$ cat src/rtl/mux8_scan_serializer_if.sv
// Handshake and serial-output bundle for the 8:1 mux select sequencer.
// master: upstream word source / downstream observer; slave: the serializer.
interface mux8_scan_serializer_if;
  logic [7:0] din;
  logic       din_valid;
  logic       din_ready;
  logic       S0;
  logic       S1;
  logic       S2;
  logic       Y;
  logic       y_valid;
  logic       frame_start;
  logic       frame_end;
  logic       busy;

  modport master (
    output din, din_valid,
    input  din_ready, S0, S1, S2, Y, y_valid, frame_start, frame_end, busy
  );

  modport slave (
    input  din, din_valid,
    output din_ready, S0, S1, S2, Y, y_valid, frame_start, frame_end, busy
  );
endinterface

$ cat src/rtl/mux8_scan_serializer.sv
// Select sequencer / serializer for the 8:1 mux datapath.
// Latches an 8-bit word on a valid/ready transfer, then walks {S2,S1,S0}
// through 0..7 one step per clock, presenting the selected bit on Y with
// frame_start/frame_end strobes. GAP_CYCLES idle cycles follow each frame.
// Optional feature: define SCAN_PARITY_EN to append one even-parity bit
// cycle (select held at 7) to every frame.
module mux8_scan_serializer #(
  parameter int GAP_CYCLES = 0
) (
  input logic                   clk,
  input logic                   rst,
  mux8_scan_serializer_if.slave bus
);

`ifdef SCAN_PARITY_EN
  localparam bit PAR_EN = 1'b1;
  typedef enum logic [1:0] {IDLE, SHIFT, GAP, PARITY} state_t;
`else
  localparam bit PAR_EN = 1'b0;
  typedef enum logic [1:0] {IDLE, SHIFT, GAP} state_t;
`endif

  // Back-to-back frames only when nothing has to follow bit 7.
  localparam bit         NO_BUBBLE = (GAP_CYCLES == 0) && !PAR_EN;
  localparam logic [3:0] GAP_LOAD  = 4'((GAP_CYCLES > 0) ? GAP_CYCLES - 1 : 0);

  state_t     state;
  logic [2:0] sel;
  logic [7:0] data;
  logic [3:0] gap_cnt;
  logic       y_q, yv_q, fs_q, fe_q;

  logic       sel_last;
  logic [2:0] sel_nxt;
  logic       din_ready;
  logic       xfer;

  assign sel_last = (sel == 3'd7);
  assign sel_nxt  = sel + 3'd1;

  // Ready is a pure function of state; held low while reset is asserted.
  assign din_ready = !rst &&
                     ((state == IDLE) || (NO_BUBBLE && (state == SHIFT) && sel_last));
  assign xfer      = bus.din_valid && din_ready;

  // Sequencer FSM with registered serial outputs.
  always_ff @(posedge clk) begin
    if (rst) begin
      state   <= IDLE;
      sel     <= 3'd0;
      data    <= 8'd0;
      gap_cnt <= 4'd0;
      y_q     <= 1'b0;
      yv_q    <= 1'b0;
      fs_q    <= 1'b0;
      fe_q    <= 1'b0;
    end else begin
      y_q  <= 1'b0;
      yv_q <= 1'b0;
      fs_q <= 1'b0;
      fe_q <= 1'b0;
      if (xfer) begin
        // Accept from IDLE or from bit 7 of a no-bubble frame.
        data  <= bus.din;
        sel   <= 3'd0;
        y_q   <= bus.din[0];
        yv_q  <= 1'b1;
        fs_q  <= 1'b1;
        state <= SHIFT;
      end else begin
        case (state)
          IDLE: ;
          SHIFT: begin
            if (!sel_last) begin
              sel  <= sel_nxt;
              y_q  <= data[sel_nxt];
              yv_q <= 1'b1;
              fe_q <= !PAR_EN && (sel_nxt == 3'd7);
            end
`ifdef SCAN_PARITY_EN
            else begin
              y_q   <= ^data;
              yv_q  <= 1'b1;
              fe_q  <= 1'b1;
              state <= PARITY;
            end
`else
            else if (GAP_CYCLES > 0) begin
              gap_cnt <= GAP_LOAD;
              state   <= GAP;
            end else begin
              state <= IDLE;
            end
`endif
          end
`ifdef SCAN_PARITY_EN
          PARITY: begin
            if (GAP_CYCLES > 0) begin
              gap_cnt <= GAP_LOAD;
              state   <= GAP;
            end else begin
              state <= IDLE;
            end
          end
`endif
          GAP: begin
            if (gap_cnt == 4'd0) state <= IDLE;
            else                 gap_cnt <= gap_cnt - 4'd1;
          end
          default: state <= IDLE;
        endcase
      end
    end
  end

  assign bus.din_ready   = din_ready;
  assign bus.S0          = sel[0];
  assign bus.S1          = sel[1];
  assign bus.S2          = sel[2];
  assign bus.Y           = y_q;
  assign bus.y_valid     = yv_q;
  assign bus.frame_start = fs_q;
  assign bus.frame_end   = fe_q;
  assign bus.busy        = (state != IDLE);

endmodule

$ cat src/flat_wrapper.sv
// flat-port wrapper written by rule: the top's interface ports become plain ports
module mux8_scan_serializer_flat 
#(
  parameter int GAP_CYCLES = 0
)
  (clk, rst, bus_din, bus_din_valid, bus_din_ready, bus_S0, bus_S1, bus_S2, bus_Y, bus_y_valid, bus_frame_start, bus_frame_end, bus_busy);
  mux8_scan_serializer_if bus_i ();
  input logic clk;
  input logic rst;
  input wire logic [$bits(bus_i.din)-1:0] bus_din;
  input wire logic [$bits(bus_i.din_valid)-1:0] bus_din_valid;
  output wire logic [$bits(bus_i.din_ready)-1:0] bus_din_ready;
  output wire logic [$bits(bus_i.S0)-1:0] bus_S0;
  output wire logic [$bits(bus_i.S1)-1:0] bus_S1;
  output wire logic [$bits(bus_i.S2)-1:0] bus_S2;
  output wire logic [$bits(bus_i.Y)-1:0] bus_Y;
  output wire logic [$bits(bus_i.y_valid)-1:0] bus_y_valid;
  output wire logic [$bits(bus_i.frame_start)-1:0] bus_frame_start;
  output wire logic [$bits(bus_i.frame_end)-1:0] bus_frame_end;
  output wire logic [$bits(bus_i.busy)-1:0] bus_busy;
  assign bus_i.din = bus_din;
  assign bus_i.din_valid = bus_din_valid;
  assign bus_din_ready = bus_i.din_ready;
  assign bus_S0 = bus_i.S0;
  assign bus_S1 = bus_i.S1;
  assign bus_S2 = bus_i.S2;
  assign bus_Y = bus_i.Y;
  assign bus_y_valid = bus_i.y_valid;
  assign bus_frame_start = bus_i.frame_start;
  assign bus_frame_end = bus_i.frame_end;
  assign bus_busy = bus_i.busy;
  mux8_scan_serializer #(.GAP_CYCLES(GAP_CYCLES)) u_core (.clk(clk), .rst(rst), .bus(bus_i));
endmodule
$ cat config.mk
export PLATFORM = sky130hd
export DESIGN_NAME = mux8_scan_serializer_flat
export DESIGN_NICKNAME = d
export VERILOG_FILES = /design/src/rtl/mux8_scan_serializer_if.sv /design/src/rtl/mux8_scan_serializer.sv /design/src/flat_wrapper.sv
export SDC_FILE = /design/constraint.sdc
export NUM_CORES = 1
export LEC_CHECK = 0
export ABC_CLOCK_PERIOD_IN_PS = 2700
export BUFFER_PORTS_ARGS = -buffer_cell sky130_fd_sc_hd__buf_2
export CAP_MARGIN = 20
export CORE_MARGIN = 3
export CORE_UTILIZATION = 45
export CTS_BUF_LIST = sky130_fd_sc_hd__clkbuf_4 sky130_fd_sc_hd__clkbuf_8 sky130_fd_sc_hd__clkbuf_16
export CTS_CLUSTER_DIAMETER = 200
export DETAILED_ROUTE_END_ITERATION = 10
export PLACE_DENSITY_LB_ADDON = 0.2
export SLEW_MARGIN = 10
export SYNTH_ARGS = -nofsm -noshare
export SYNTH_HDL_FRONTEND = slang
export SYNTH_SLANG_ARGS = --single-unit
$ cat constraint.sdc
create_clock -name clk -period 2.7 [get_ports clk]
set_input_delay 0.135 -clock clk [delete_from_list [all_inputs] [get_ports clk]]
set_output_delay 0.135 -clock clk [all_outputs]
set_load 0.02 [all_outputs]
==> impl_metrics.csv <==
group,metric,value,unit
status,status,"finished clean",
die,dieArea,2063,µm²
synthesis,synth_largest_area_cell,"dfxtp_1",
sta,timing.hold.ws,0.06751,ns
layout,n_antenna_cell,0,
global_routing,grt_start_max_net_pins,18,
global_routing,grt_pass1_wl,1.959,mm
die,rows,13,
worst_setup_path,crit_chain,"ha_1 -> ha_1 -> nor2b_1 -> nor2_1 -> buf_2",
synthesis,synthDistinctLibCells,18,
worst_setup_path,r2r_start,"u_core.sel[0]",
worst_setup_path,crit_type,"register to primary output",
synthesis,synth-seq-cells,16,
global_routing,grt_overflow_total,0,
layout,regArea,320.3,µm²
detailed_routing,ant_nets,0,
sta,timing.final.crit_share,69.31,%
sta,slew_viol_final,0,
clocking,hold_buffers,0,
detailed_routing,met1_length,520,µm
worst_setup_path,start_kind,"register",
clocking,htreeDepth,1,
detailed_routing,drtIter0Drc,5,
die,die_height,45.43,µm
die,io_pins,20,
worst_setup_path,cp-startpoint,"u_core.sel[1]",
placed_design,place_congestion,0.7409,
global_routing,grtUsageTotal,13.61,%
sta,setup_tns,0,ns
synthesis,syn_area,699.4,µm²
detailed_routing,route.met2.wl,555,µm
synthesis,synth_warnings,0,
min_path,min_from,"bus_din[1]",
worst_setup_path,critical_path_required,2.57,ns
clocking,clockBufferDepth,2,
sta,fin_worst_skew,0.005475,ns
clocking,cts_made_buffers,3,
placed_design,hpwl,829.4,µm
worst_setup_path,slowest_stage,"nor2b_1",
detailed_routing,route.met3.wl,84,µm
synthesis,netlist_top_cells_area,"dfxtp_1 46%, mux2_2 13%, nor2b_1 8.1%",
detailed_routing,wl,1.169,mm
worst_setup_path,worstRegToRegCells,5,
placed_design,io_buffers,19,
worst_setup_path,critPathCapture,"bus_din_ready",
sta,tightestPinTransition,0.5613,ns
worst_setup_path,cpMostUsedCell,"ha_1",
worst_setup_path,crit_arrival,1.74,ns
die,core,1383,µm²
min_path,worst_hold_path_type,"primary input to register",
run,cap_violations,0,
global_routing,grt_pass1_vias,483,
detailed_routing,top_layer_used,"met4",
sta,finalHoldViolations,0,
worst_setup_path,r2r_end,"u_core.bus.Y",
synthesis,synthCells,66,
synthesis,ys_seq_area_share,45.80,%
detailed_routing,first_pass_iters,4,
layout,syn2layout_area_growth,18.78,%
worst_setup_path,max_stage_delay,0.46,ns
synthesis,syn_area_per_cell,10.60,µm²
power,power.density,578.7,nW/µm²
die,start_util,50.59,%
synthesis,synth_fp_nets,80,
detailed_routing,drc,0,
clocking,post-cts-setup-buffers,0,
sta,setup_violations,0,
sta,slew_headroom,62.50,%
clocking,cts-root-buf,"clkbuf_4",
detailed_routing,post_drt_via_cell_ratio,5.010,
clocking,path_clk_slew,0.09,ns
clocking,cts_resized,0,
layout,multi_input_area,349.1,µm²
clocking,cts_tree,"done",
layout,drive_gt1_share,38.37,%
layout,fin_nets,101,
sta,max_freq,534.4,MHz
worst_setup_path,end_kind,"primary output",
sta,fin_crit,1.871,ns
die,die_x,45.43,µm
synthesis,yosys.area.top_type_share,45.80,%
sta,rsz0062_at_grt,"false",
layout,nFillCells,129,
detailed_routing,vias,506,
clocking,worstSkewPairLatency,0.29,ns
clocking,cts_sinks,16,
power,ir_drop,0.0003576,V
detailed_routing,wire_per_inst,11.57,µm
worst_setup_path,regToRegSetupSlack,0.87,ns
power,leakage,0.4098,nW
worst_setup_path,critPathMaxFanout,8,
global_routing,antenna_found_initial,0,
==> how the worst min path moves through the flow <==
stage                     slack (ns)  cells after the start                 end
after floorplan                 0.27                      2  u_core.bus.y_valid
after global placement          0.36                      2      u_core.data[3]
after detailed placement        0.36                      2      u_core.data[5]
after CTS                       0.06                      2      u_core.data[5]
after global routing            0.06                      2      u_core.data[3]
final                           0.07                      2      u_core.data[1]
==> registers in the layout (all words and copies together), names as in the netlist <==
register                flops
u_core.bus.Y                1
u_core.bus.frame_end        1
u_core.bus.frame_start      1
u_core.bus.y_valid          1
u_core.data                 8
u_core.sel                  3
u_core.state                1
==> synth_stat cells (all sizes together) <==
| cell type | n |
|---|---|
| a211oi | 1 |
| a21oi | 4 |
| buf | 1 |
| clkbuf | 2 |
| dfxtp | 16 |
| ha | 3 |
| inv | 3 |
| mux2 | 8 |
| mux2i | 4 |
| mux4 | 1 |
| nand2 | 3 |
| nand2b | 2 |
| nand3 | 1 |
| nand3b | 2 |
| nor2 | 4 |
| nor2b | 9 |
| nor3 | 1 |
| or3 | 1 |
==> critical path, delay by kind of cell, from the launching register on <==
kind                     cells  cell delay [ns]
AND/OR/NAND/NOR              2             0.54
adder cells (fa/ha/maj)      2             0.39
buffers and inverters        1             0.18
flip-flops                   1             0.35
==> where the power goes <==
part / switching [mW] / leakage [nW] / internal, mW
clock network: 0.0740 / 0.0210 / 0.0821
registers: 0.00649 / 0.132 / 0.250
logic: 0.0345 / 0.257 / 0.0337
total: 0.115 / 0.410 / 0.366
==> cell type report <==
type	count	share of cell area, %
multi-input cells	44	42.02
flip-flops and latches	16	38.55
repair buffers	19	11.45
clock buffers	4	4.367
well taps	15	2.259
inverters	3	1.355
==> metrics by stage <==
| step | util (%) | instance area (µm²) | power, mW | setup WS, ns | instances |
|---|---|---|---|---|---|
| after global routing | 60.09 | 830.8 | 0.5059 | 0.7057 | 101 |
| after global placement | 57.47 | 794.5 | 0.3299 | 0.9132 | 97 |
| after CTS | 60.09 | 830.8 | 0.4912 | 0.8274 | 101 |
| final | 60.09 | 830.8 | 0.4808 | 0.8286 | 101 |
| after detailed placement | 57.47 | 794.5 | 0.3304 | 0.9217 | 97 |
| after floorplan | - | 699.4 | 0.3119 | 0.8586 | 66 |
==> layout by cell type, fill, tap and decap left out, types with 3 or more instances in the layout <==
master     n
buf_2     19
dfxtp_1   16
nor2b_1    9
mux2_2     8
nor2_1     4
mux2i_1    4
a21oi_1    4
inv_1      3
nand2_1    3
ha_1       3
clkbuf_4   3
==> layer usage <==
layer / up-vias / track usage, %
met5: - / 0
met4: 0 / 5.263
met3: 2 / 7.510
met2: 11 / 20.06
met1: 230 / 16.38
li1: 263 / -
==> logic make-up after synthesis <==
logic type | count (synthesis) | share of synthesized area [%]
AND/OR/NAND/NOR | 23 | 18.06
multiplexers | 13 | 21.83
AO/OA/AOI/OAI | 5 | 4.651
flip-flops | 16 | 45.80
adder cells (fa/ha/maj) | 3 | 5.367
buffers and inverters | 6 | 4.294
No activity file was read; power rests on OpenSTA's default activity.
